--- src/rtl/axi_lite_xbar_map_ctrl_pkg.sv ---
// Shared types and constants for the AXI4-Lite crossbar address-map controller.
// Holds the commit FSM states, the cfg_wr_sel encoding and the default AXI4-Lite/rule types.
package axi_lite_xbar_map_ctrl_pkg;

    typedef enum logic [1:0] {StIdle, StIsolate, StDrain, StApply} state_e;

    localparam logic CfgSelRule = 1'b0;
    localparam logic CfgSelDflt = 1'b1;

    typedef struct packed {
        logic [31:0] idx;
        logic [63:0] start_addr;
        logic [63:0] end_addr;
    } xbar_rule_64_t;

    typedef struct packed {
        logic [31:0] addr;
        logic [2:0]  prot;
    } axil_ax_t;

    typedef struct packed {
        logic [31:0] data;
        logic [3:0]  strb;
    } axil_w_t;

    typedef struct packed {
        logic [1:0] resp;
    } axil_b_t;

    typedef struct packed {
        logic [31:0] data;
        logic [1:0]  resp;
    } axil_r_t;

    typedef struct packed {
        axil_ax_t aw;
        logic     aw_valid;
        axil_w_t  w;
        logic     w_valid;
        logic     b_ready;
        axil_ax_t ar;
        logic     ar_valid;
        logic     r_ready;
    } axil_req_t;

    typedef struct packed {
        logic    aw_ready;
        logic    w_ready;
        axil_b_t b;
        logic    b_valid;
        logic    ar_ready;
        axil_r_t r;
        logic    r_valid;
    } axil_rsp_t;

    // Index width that can address either a rule or a slave port, never below one bit.
    function automatic int unsigned max_width(input int unsigned a, input int unsigned b);
        int unsigned m;
        m = (a > b) ? a : b;
        return (m > 1) ? m : 1;
    endfunction

endpackage

--- src/rtl/axi_lite_xbar_map_ctrl_cnt.sv ---
// Per-slave-port outstanding-transaction tracker and AW/AR gate.
// Ax requests already presented downstream stay presented until their handshake.
module axi_lite_xbar_map_ctrl_cnt
    import axi_lite_xbar_map_ctrl_pkg::*;
#(
    parameter int unsigned MaxTrans       = 8,
    parameter type         axi_lite_req_t = axil_req_t,
    parameter type         axi_lite_rsp_t = axil_rsp_t
) (
    input  logic          clk_i,
    input  logic          rst_ni,
    input  logic          gate_i,
    input  axi_lite_req_t slv_req_i,
    output axi_lite_rsp_t slv_rsp_o,
    output axi_lite_req_t mst_req_o,
    input  axi_lite_rsp_t mst_rsp_i,
    output logic          idle_o,
    output logic          pending_o
);

    localparam int unsigned CntWidth = $clog2(MaxTrans + 1);

    logic [CntWidth-1:0] wr_cnt_q, wr_cnt_d;
    logic [CntWidth-1:0] rd_cnt_q, rd_cnt_d;
    logic                aw_pend_q, ar_pend_q;
    logic                aw_block, ar_block;
    logic                aw_hs, ar_hs, b_hs, r_hs;

    assign aw_block = (gate_i || (wr_cnt_q == CntWidth'(MaxTrans))) && !aw_pend_q;
    assign ar_block = (gate_i || (rd_cnt_q == CntWidth'(MaxTrans))) && !ar_pend_q;

    always_comb begin
        mst_req_o          = slv_req_i;
        mst_req_o.aw_valid = slv_req_i.aw_valid && !aw_block;
        mst_req_o.ar_valid = slv_req_i.ar_valid && !ar_block;
        slv_rsp_o          = mst_rsp_i;
        slv_rsp_o.aw_ready = mst_rsp_i.aw_ready && !aw_block;
        slv_rsp_o.ar_ready = mst_rsp_i.ar_ready && !ar_block;
    end

    assign aw_hs = mst_req_o.aw_valid && mst_rsp_i.aw_ready;
    assign ar_hs = mst_req_o.ar_valid && mst_rsp_i.ar_ready;
    assign b_hs  = mst_rsp_i.b_valid && slv_req_i.b_ready;
    assign r_hs  = mst_rsp_i.r_valid && slv_req_i.r_ready;

    always_comb begin
        wr_cnt_d = wr_cnt_q;
        rd_cnt_d = rd_cnt_q;
        if (aw_hs && !b_hs) begin
            wr_cnt_d = wr_cnt_q + CntWidth'(1);
        end else if (!aw_hs && b_hs) begin
            wr_cnt_d = wr_cnt_q - CntWidth'(1);
        end
        if (ar_hs && !r_hs) begin
            rd_cnt_d = rd_cnt_q + CntWidth'(1);
        end else if (!ar_hs && r_hs) begin
            rd_cnt_d = rd_cnt_q - CntWidth'(1);
        end
    end

    always_ff @(posedge clk_i or negedge rst_ni) begin
        if (!rst_ni) begin
            wr_cnt_q  <= '0;
            rd_cnt_q  <= '0;
            aw_pend_q <= 1'b0;
            ar_pend_q <= 1'b0;
        end else begin
            wr_cnt_q  <= wr_cnt_d;
            rd_cnt_q  <= rd_cnt_d;
            aw_pend_q <= mst_req_o.aw_valid && !mst_rsp_i.aw_ready;
            ar_pend_q <= mst_req_o.ar_valid && !mst_rsp_i.ar_ready;
        end
    end

    assign pending_o = aw_pend_q || ar_pend_q;
    assign idle_o    = (wr_cnt_q == '0) && (rd_cnt_q == '0) && !pending_o;

endmodule

--- src/rtl/axi_lite_xbar_map_ctrl.sv ---
// Owns the crossbar address map and default ports; commits shadow->active only on a quiet bus.
// Optional macro AXI_LITE_XBAR_MAP_CTRL_TIMEOUT_EN adds a DRAIN timeout with err_o.
module axi_lite_xbar_map_ctrl
    import axi_lite_xbar_map_ctrl_pkg::*;
#(
    parameter int unsigned NoSlvPorts     = 2,
    parameter int unsigned NoMstPorts     = 4,
    parameter int unsigned NoAddrRules    = 4,
    parameter int unsigned MaxTrans       = 8,
    parameter int unsigned DrainTimeout   = 1024,
    parameter type         rule_t         = xbar_rule_64_t,
    parameter type         axi_lite_req_t = axil_req_t,
    parameter type         axi_lite_rsp_t = axil_rsp_t,
    parameter int unsigned MstIdxWidth    = (NoMstPorts > 1) ? $clog2(NoMstPorts) : 1,
    localparam int unsigned CfgIdxWidth   = max_width($clog2(NoAddrRules), $clog2(NoSlvPorts))
) (
    input  logic                                   clk_i,
    input  logic                                   rst_ni,
    input  axi_lite_req_t [NoSlvPorts-1:0]         slv_reqs_i,
    output axi_lite_rsp_t [NoSlvPorts-1:0]         slv_resps_o,
    output axi_lite_req_t [NoSlvPorts-1:0]         mst_reqs_o,
    input  axi_lite_rsp_t [NoSlvPorts-1:0]         mst_resps_i,
    input  logic                                   cfg_wr_valid_i,
    output logic                                   cfg_wr_ready_o,
    input  logic                                   cfg_wr_sel_i,
    input  logic [CfgIdxWidth-1:0]                 cfg_wr_idx_i,
    input  rule_t                                  cfg_rule_i,
    input  logic                                   cfg_dflt_en_i,
    input  logic [MstIdxWidth-1:0]                 cfg_dflt_port_i,
    input  logic                                   commit_req_i,
    output logic                                   commit_ack_o,
    output logic                                   busy_o,
`ifdef AXI_LITE_XBAR_MAP_CTRL_TIMEOUT_EN
    output logic                                   err_o,
`endif
    output rule_t [NoAddrRules-1:0]                addr_map_o,
    output logic [NoSlvPorts-1:0]                  en_default_mst_port_o,
    output logic [NoSlvPorts-1:0][MstIdxWidth-1:0] default_mst_port_o
);

    state_e                                 state_q;
    logic                                   ack_q, busy_q, cfg_rdy_q;
    logic                                   gate, apply;
    logic [NoSlvPorts-1:0]                  port_idle, port_pending;
    rule_t [NoAddrRules-1:0]                shadow_map_q, active_map_q;
    logic [NoSlvPorts-1:0]                  shadow_en_q, active_en_q;
    logic [NoSlvPorts-1:0][MstIdxWidth-1:0] shadow_port_q, active_port_q;

    // Gate from the cycle the commit is requested, so nothing new slips in before ISOLATE.
    assign gate = (state_q != StIdle) || commit_req_i;

    for (genvar i = 0; i < NoSlvPorts; i++) begin : g_port
        axi_lite_xbar_map_ctrl_cnt #(
            .MaxTrans       (MaxTrans),
            .axi_lite_req_t (axi_lite_req_t),
            .axi_lite_rsp_t (axi_lite_rsp_t)
        ) u_cnt (
            .clk_i     (clk_i),
            .rst_ni    (rst_ni),
            .gate_i    (gate),
            .slv_req_i (slv_reqs_i[i]),
            .slv_rsp_o (slv_resps_o[i]),
            .mst_req_o (mst_reqs_o[i]),
            .mst_rsp_i (mst_resps_i[i]),
            .idle_o    (port_idle[i]),
            .pending_o (port_pending[i])
        );
    end

`ifdef AXI_LITE_XBAR_MAP_CTRL_TIMEOUT_EN
    localparam int unsigned DrainCntWidth = $clog2(DrainTimeout + 1);

    logic                     err_q;
    logic [DrainCntWidth-1:0] drain_cnt_q;

    assign err_o = err_q;
    assign apply = (state_q == StApply) && !err_q;
`else
    assign apply = (state_q == StApply);
`endif

    always_ff @(posedge clk_i or negedge rst_ni) begin
        if (!rst_ni) begin
            state_q     <= StIdle;
            ack_q       <= 1'b0;
            busy_q      <= 1'b0;
            cfg_rdy_q   <= 1'b1;
`ifdef AXI_LITE_XBAR_MAP_CTRL_TIMEOUT_EN
            err_q       <= 1'b0;
            drain_cnt_q <= '0;
`endif
        end else begin
            ack_q <= 1'b0;
            unique case (state_q)
                StIdle: begin
                    if (commit_req_i) begin
                        state_q   <= StIsolate;
                        busy_q    <= 1'b1;
                        cfg_rdy_q <= 1'b0;
`ifdef AXI_LITE_XBAR_MAP_CTRL_TIMEOUT_EN
                        err_q     <= 1'b0;
`endif
                    end
                end
                StIsolate: begin
                    if (!(|port_pending)) begin
                        state_q     <= StDrain;
`ifdef AXI_LITE_XBAR_MAP_CTRL_TIMEOUT_EN
                        drain_cnt_q <= '0;
`endif
                    end
                end
                StDrain: begin
                    if (&port_idle) begin
                        state_q <= StApply;
                        ack_q   <= 1'b1;
`ifdef AXI_LITE_XBAR_MAP_CTRL_TIMEOUT_EN
                    end else if (drain_cnt_q == DrainCntWidth'(DrainTimeout - 1)) begin
                        // Abort: ack without touching the active map.
                        state_q <= StApply;
                        ack_q   <= 1'b1;
                        err_q   <= 1'b1;
                    end else begin
                        drain_cnt_q <= drain_cnt_q + DrainCntWidth'(1);
`endif
                    end
                end
                StApply: begin
                    state_q   <= StIdle;
                    busy_q    <= 1'b0;
                    cfg_rdy_q <= 1'b1;
                end
                default: state_q <= StIdle;
            endcase
        end
    end

    always_ff @(posedge clk_i or negedge rst_ni) begin
        if (!rst_ni) begin
            shadow_map_q  <= '0;
            shadow_en_q   <= '0;
            shadow_port_q <= '0;
        end else if (cfg_wr_valid_i && cfg_rdy_q) begin
            if (cfg_wr_sel_i == CfgSelRule) begin
                for (int unsigned i = 0; i < NoAddrRules; i++) begin
                    if (32'(cfg_wr_idx_i) == i) begin
                        shadow_map_q[i] <= cfg_rule_i;
                    end
                end
            end else begin
                for (int unsigned i = 0; i < NoSlvPorts; i++) begin
                    if (32'(cfg_wr_idx_i) == i) begin
                        shadow_en_q[i]   <= cfg_dflt_en_i;
                        shadow_port_q[i] <= cfg_dflt_port_i;
                    end
                end
            end
        end
    end

    always_ff @(posedge clk_i or negedge rst_ni) begin
        if (!rst_ni) begin
            active_map_q  <= '0;
            active_en_q   <= '0;
            active_port_q <= '0;
        end else if (apply) begin
            active_map_q  <= shadow_map_q;
            active_en_q   <= shadow_en_q;
            active_port_q <= shadow_port_q;
        end
    end

    assign commit_ack_o          = ack_q;
    assign busy_o                = busy_q;
    assign cfg_wr_ready_o        = cfg_rdy_q;
    assign addr_map_o            = active_map_q;
    assign en_default_mst_port_o = active_en_q;
    assign default_mst_port_o    = active_port_q;

endmodule

--- config.mk ---
export PLATFORM = sky130hd
export DESIGN_NAME = axi_lite_xbar_map_ctrl
export DESIGN_NICKNAME = d
export VERILOG_FILES = /design/src/rtl/axi_lite_xbar_map_ctrl_pkg.sv /design/src/rtl/axi_lite_xbar_map_ctrl_cnt.sv /design/src/rtl/axi_lite_xbar_map_ctrl.sv
export SDC_FILE = /design/constraint.sdc
export NUM_CORES = 1
export LEC_CHECK = 0
export BUFFER_PORTS_ARGS = -buffer_cell sky130_fd_sc_hd__buf_4
export CAP_MARGIN = 20
export CORE_AREA = 2 2 560 562
export CTS_CLUSTER_DIAMETER = 80
export DETAILED_ROUTE_END_ITERATION = 6
export DIE_AREA = 0 0 562 564
export MAX_ROUTING_LAYER = met4
export PLACE_DENSITY_LB_ADDON = 0.2
export SETUP_SLACK_MARGIN = 0.4
export SYNTH_ARGS = -nofsm -noshare
export SYNTH_HDL_FRONTEND = slang
export SYNTH_SLANG_ARGS = --single-unit
--- constraint.sdc ---
create_clock -name clk_i -period 3.45 [get_ports clk_i]
set_clock_uncertainty 0.05 [all_clocks]
set_input_delay 0.69 -clock clk_i [delete_from_list [all_inputs] [get_ports clk_i]]
set_output_delay 0.69 -clock clk_i [all_outputs]
set_load 0.01 [all_outputs]
After elaboration in Yosys (flattened, before gate mapping)
Cells that the tools add are included.
- logic and storage cells: 171
- bits in writable memories: 0
- memories: 0
- bits in latches: 0
- register bits: 1317
- bits of input ports: 474
- memory bits (read-only): 0
- divide/modulo/power cells: 0
- eq/ne operators: 13
- reductions and logical operators: 88
- shifts and indexed selects: 0
- multipliers: 0
- add/sub/neg operators: 8
- order comparisons: 0
- bitwise gates (word level): 1
- multiplexer cells: 18
- operators with widths (operator ; number):
    logical AND 1 bit ; 37
    2-to-1 mux 4 bit ; 8
    logical NOT 1 bit ; 22
    AND reduction 3 bit ; 7
    adder 4 x 1 -> 4 bit (second input constant) ; 4
    equality test 4 bit (second input constant) ; 4
    logical NOT 4 bit ; 4
    subtractor 4 x 1 -> 4 bit (second input constant) ; 4
    nonzero test 2 bit ; 6
    equality test 2 bit (second input constant) ; 4
    one-hot mux 2 bit (4 select lines) ; 1
    logical OR 1 bit ; 7
    2-to-1 mux 2 bit ; 3
    != test 2 bit (second input constant) ; 3
    equality test 2 x 1 -> 1 bit (second input constant) ; 2
    logical NOT 2 bit ; 2
    2-to-1 mux 1 bit ; 4
    one-hot mux 1 bit (2 select lines) ; 2
    AND reduction 2 bit ; 2
    OR reduction 2 bit ; 1
    inverter 1 bit ; 1

Logic depth before layout (Yosys ltp)
- depth after elaboration: 11
- depth in mapped cells: 13

By module
A second synthesis with hierarchy kept.
- cells, all modules: 3211
- area, all modules: 51775.9 µm²
- modules (own cells, without submodules) (module ; area each (µm²) ; times used ; sequential area each (µm²) ; cells an instance):
    axi_lite_xbar_map_ctrl ; 47994.8 ; 1 ; 32457.4 ; 2761
    axi_lite_xbar_map_ctrl_cnt ; 1890.6 ; 2 ; 250.2 ; 225

Least setup slack after synthesis
OpenSTA, ideal clock, no wires.
- kind: in2reg
- start point: in commit_req_i
- end point: reg g_port[0].u_cnt.rd_cnt_q[3]
- cell stages on the path: 11
- library setup time: 80 ps
- path slack: 731 ps
- path buffers: 0
- data arrival time: 2589 ps
- cell sequence: nor2b_1 -> a21oi_1 -> nor2b_1 -> and2_1 -> ha_1 -> inv_1 -> ha_1 -> a21o_1 -> a21oi_1 -> mux2i_1 -> xnor2_1
- RTL lines (what ; RTL line ; text):
    start: declaration ; axi_lite_xbar_map_ctrl.sv:30 ; input logic commit_req_i,
    end signal: assignment ; axi_lite_xbar_map_ctrl_cnt.sv:69 ; rd_cnt_q <= rd_cnt_d;
    end: declaration ; axi_lite_xbar_map_ctrl_cnt.sv:24 ; logic [CntWidth-1:0] rd_cnt_q, rd_cnt_d;

==> impl_metrics.toml <==
[grt]
grt_usage_pct = 10.8
grt_pass1_vias = 30900
grt_start_max_net_pins = 88
grt_antenna_before_repair = 19
grt_overflow_total = 0
grt_first_pass_wirelength_um = 241000

[worst_setup_path]
cp-start-kind = "flip-flop"
cp-end-kind = "output pin"
cpLargestDelayFamily = "simple AND/OR/NAND/NOR gates"
crit_buf_inv = 1
path_cells = "or4b_4 > a21oi_4 > nor2b_2 > buf_4"
ff2ff_setup_slack_ns = 0.56
critPathCapture = "mst_reqs_o[186]"
critPathRequiredTime_ns = 2.71
critPathKind = "flip-flop to output pin"
r2r_cells = 12
r2r_start = "g_port[1].u_cnt.rd_cnt_q[1]"
crit_start = "g_port[1].u_cnt.wr_cnt_q[1]"
r2r-end = "g_port[1].u_cnt.rd_cnt_q[3]"
worstPathArrival_ns = 2.19
path_max_fanout = 2
cp_num_cells = 4
crit_path_max_incr_delay_ns = 0.56
cp_slowest_cell = "or4b_4"

[die]
die_area_um2 = 317000
fp-row-count = 205
dieWidth_um = 562
core_area_um2 = 311000
fp.dieH_um = 564
io_pins = 1427
initial_core_util_pct = 16.6

[power_and_ir_drop]
p_leak_nw = 30.4
ir_drop_mv = 0.436
p_per_area_nw_per_um2 = 984

[cells_and_area]
fin_cells = 8248
layout_commonest_cell = "dfrtp_1"
drive_gt1_share_pct = 59.5
fill_cells = 33000
layout_common_cells = "dfrtp_1 (1310), mux2_2 (1188), buf_4 (918)"
nets = 4466
syn_to_final_growth_pct = 32.3

[timing]
finalSetupViolCount = 0
hold_viol_final = 0
period_needed_ns = 2.93
period_share_pct = 85.0
maxSlewViolCount = 0
rsz0062_at_grt = "yes"
fin_ws_ns = 0.517
relSlewSlack_pct = 39.9
max_freq_ghz = 0.341
holdWs_ns = 0.102
tightest_slew_ns = 0.902
fin_tns_setup_ns = 0

[drt]
wl_per_cell_um = 20.6
drt.antenna.violating_nets = 0
vias = 28700
wl_um = 170000
firstDrtPassIters = 4
drt_iter0_drc = 1019
remaining_drc_errors = 0
viasPerCell = 3.48

[logic_synthesis]
netlist_area_um2 = 51500
netlist_instances = 3180
seq_area_frac_synth_pct = 64.0
async_reset_ff_share_pct = 100
ys_types = 31
ys_seq_elements = 1317
yosys_warnings = 0
syn_area_per_cell_um2 = 16.2
synth_edf_count = 0
synth_flop_cell = "dfrtp_1"
synth_nets = 3675

[place]
dp_hpwl_um = 120000
gp_congestion = 0.736
io_buffers = 850
pre_cts_slack_ns = 0.291
dp_cells = 7826

[cts]
worstSkewPairLatency_ns = 0.82
cts_sinks = 1317
root_buffer = "clkbuf_16"
clkTransAtPathRegs_ns = 0.05
clock_path_buffers = 4
cts_tree = "yes"
h-tree-depth = 4
cts_buffers = 169

[job]
cap_violations = 0

[outcome]
status = "completed"

[min_path]
min_path_type = "input port to flip-flop"
routing by layer:
metal / part of all wire (%) / up-vias / global-route usage [%]
li1: - / 12400 / -
met1: 39 / 15100 / 11.9
met2: 49 / 905 / 17.5
met3: 8.5 / 338 / 4.04
met4: 4.0 / 0 / 3.98
met5: 0 / - / -
where the power goes:
group	switching [mW]	leakage [nW]	internal [mW]	total [mW]
clock	7.12	2.73	10.6	17.7
combinational	9.88	11.5	12.6	22.4
sequential	3.89	16.2	23.0	26.9
flip-flops by register name, summed over array words and instances (netlist names):
signal	flops
busy_o	1
g_port.u_cnt.rd_cnt_q	8
addr_map_o	640
g_port.u_cnt.aw_pend_q	2
shadow_en_q	2
en_default_mst_port_o	2
shadow_port_q	4
state_q	2
g_port.u_cnt.wr_cnt_q	8
cfg_wr_ready_o	1
commit_ack_o	1
default_mst_port_o	4
g_port.u_cnt.ar_pend_q	2
shadow_map_q	640
cell families (layout without fill, tap and decap cells):
group | after synthesis | in the layout | synth area share, %
DFF | 1317 | 1317 | 64.0
muxes | 1301 | 1301 | 28.5
buffers and inverters | 446 | 1365 | 5.83
and+or+nand+nor | 59 | 59 | 0.642
AOI/OAI and AO/OA | 24 | 24 | 0.277
adders and majority gates | 21 | 21 | 0.569
xor gates and xnor gates | 12 | 12 | 0.204
other | 0 | 9 | 0
stage by stage:
step           power [mW]  utilization [%]  cell area [um^2]
6_report             67.0             21.9             68100
3_3_place_gp         49.5             19.7             61300
3_5_place_dp         50.0             19.7             61300
5_1_grt              71.2             21.9             68100
4_1_cts              68.6             21.9             68000
2_1_floorplan        38.4                -             51500
synth_stat cells, drive strengths merged, types with 3 or more instances:
master | n | area [um^2]
a21o | 4 | 30.0
a21oi | 10 | 50.1
and2 | 4 | 25.0
buf | 430 | 2940
clkbuf | 7 | 26.3
dfrtp | 1316 | 32900
fa | 4 | 80.1
ha | 17 | 213
inv | 9 | 33.8
mux2 | 1297 | 14600
mux2i | 4 | 40.0
nand2 | 10 | 37.5
nand4 | 3 | 18.8
nor2 | 11 | 41.3
nor2b | 15 | 93.8
nor3 | 5 | 25.0
o21ai | 6 | 30.0
or4b | 4 | 40.0
xnor2 | 12 | 105
cell type report:
type / instances / area (um^2) / area share, %
Timing Repair Buffer: 1057 / 8710 / 12.8
Inverter: 9 / 33.8 / 0.0496
Antenna cell: 9 / 22.5 / 0.0331
Tap cell: 4140 / 5180 / 7.60
Clock inverter: 45 / 579 / 0.850
Multi-Input combinational cell: 1417 / 15600 / 23.0
Sequential cell: 1317 / 33000 / 48.4
Clock buffer: 254 / 4980 / 7.31
worst min-delay path by stage:
stage,from,end,slack (ns),depth (start not counted)
floorplan,rst_ni,addr_map_o[0],0.34,0
global placement,shadow_map_q[220],shadow_map_q[220],0.41,1
detailed placement,shadow_map_q[222],shadow_map_q[222],0.42,1
CTS,cfg_rule_i[73],shadow_map_q[393],0.0003,2
global route,cfg_rule_i[76],shadow_map_q[556],0.01,2
finish,cfg_rule_i[74],shadow_map_q[394],0.10,2
timing repair:
action	4_1_cts	5_1_grt
hold buffers	97	0
endpoints found under the hold margin	294	0
endpoints found under the setup margin	12	12
setup buffers	13	4
resized for setup	21	14
pin swaps	3	4
Power figures use the tool's default switching activity.
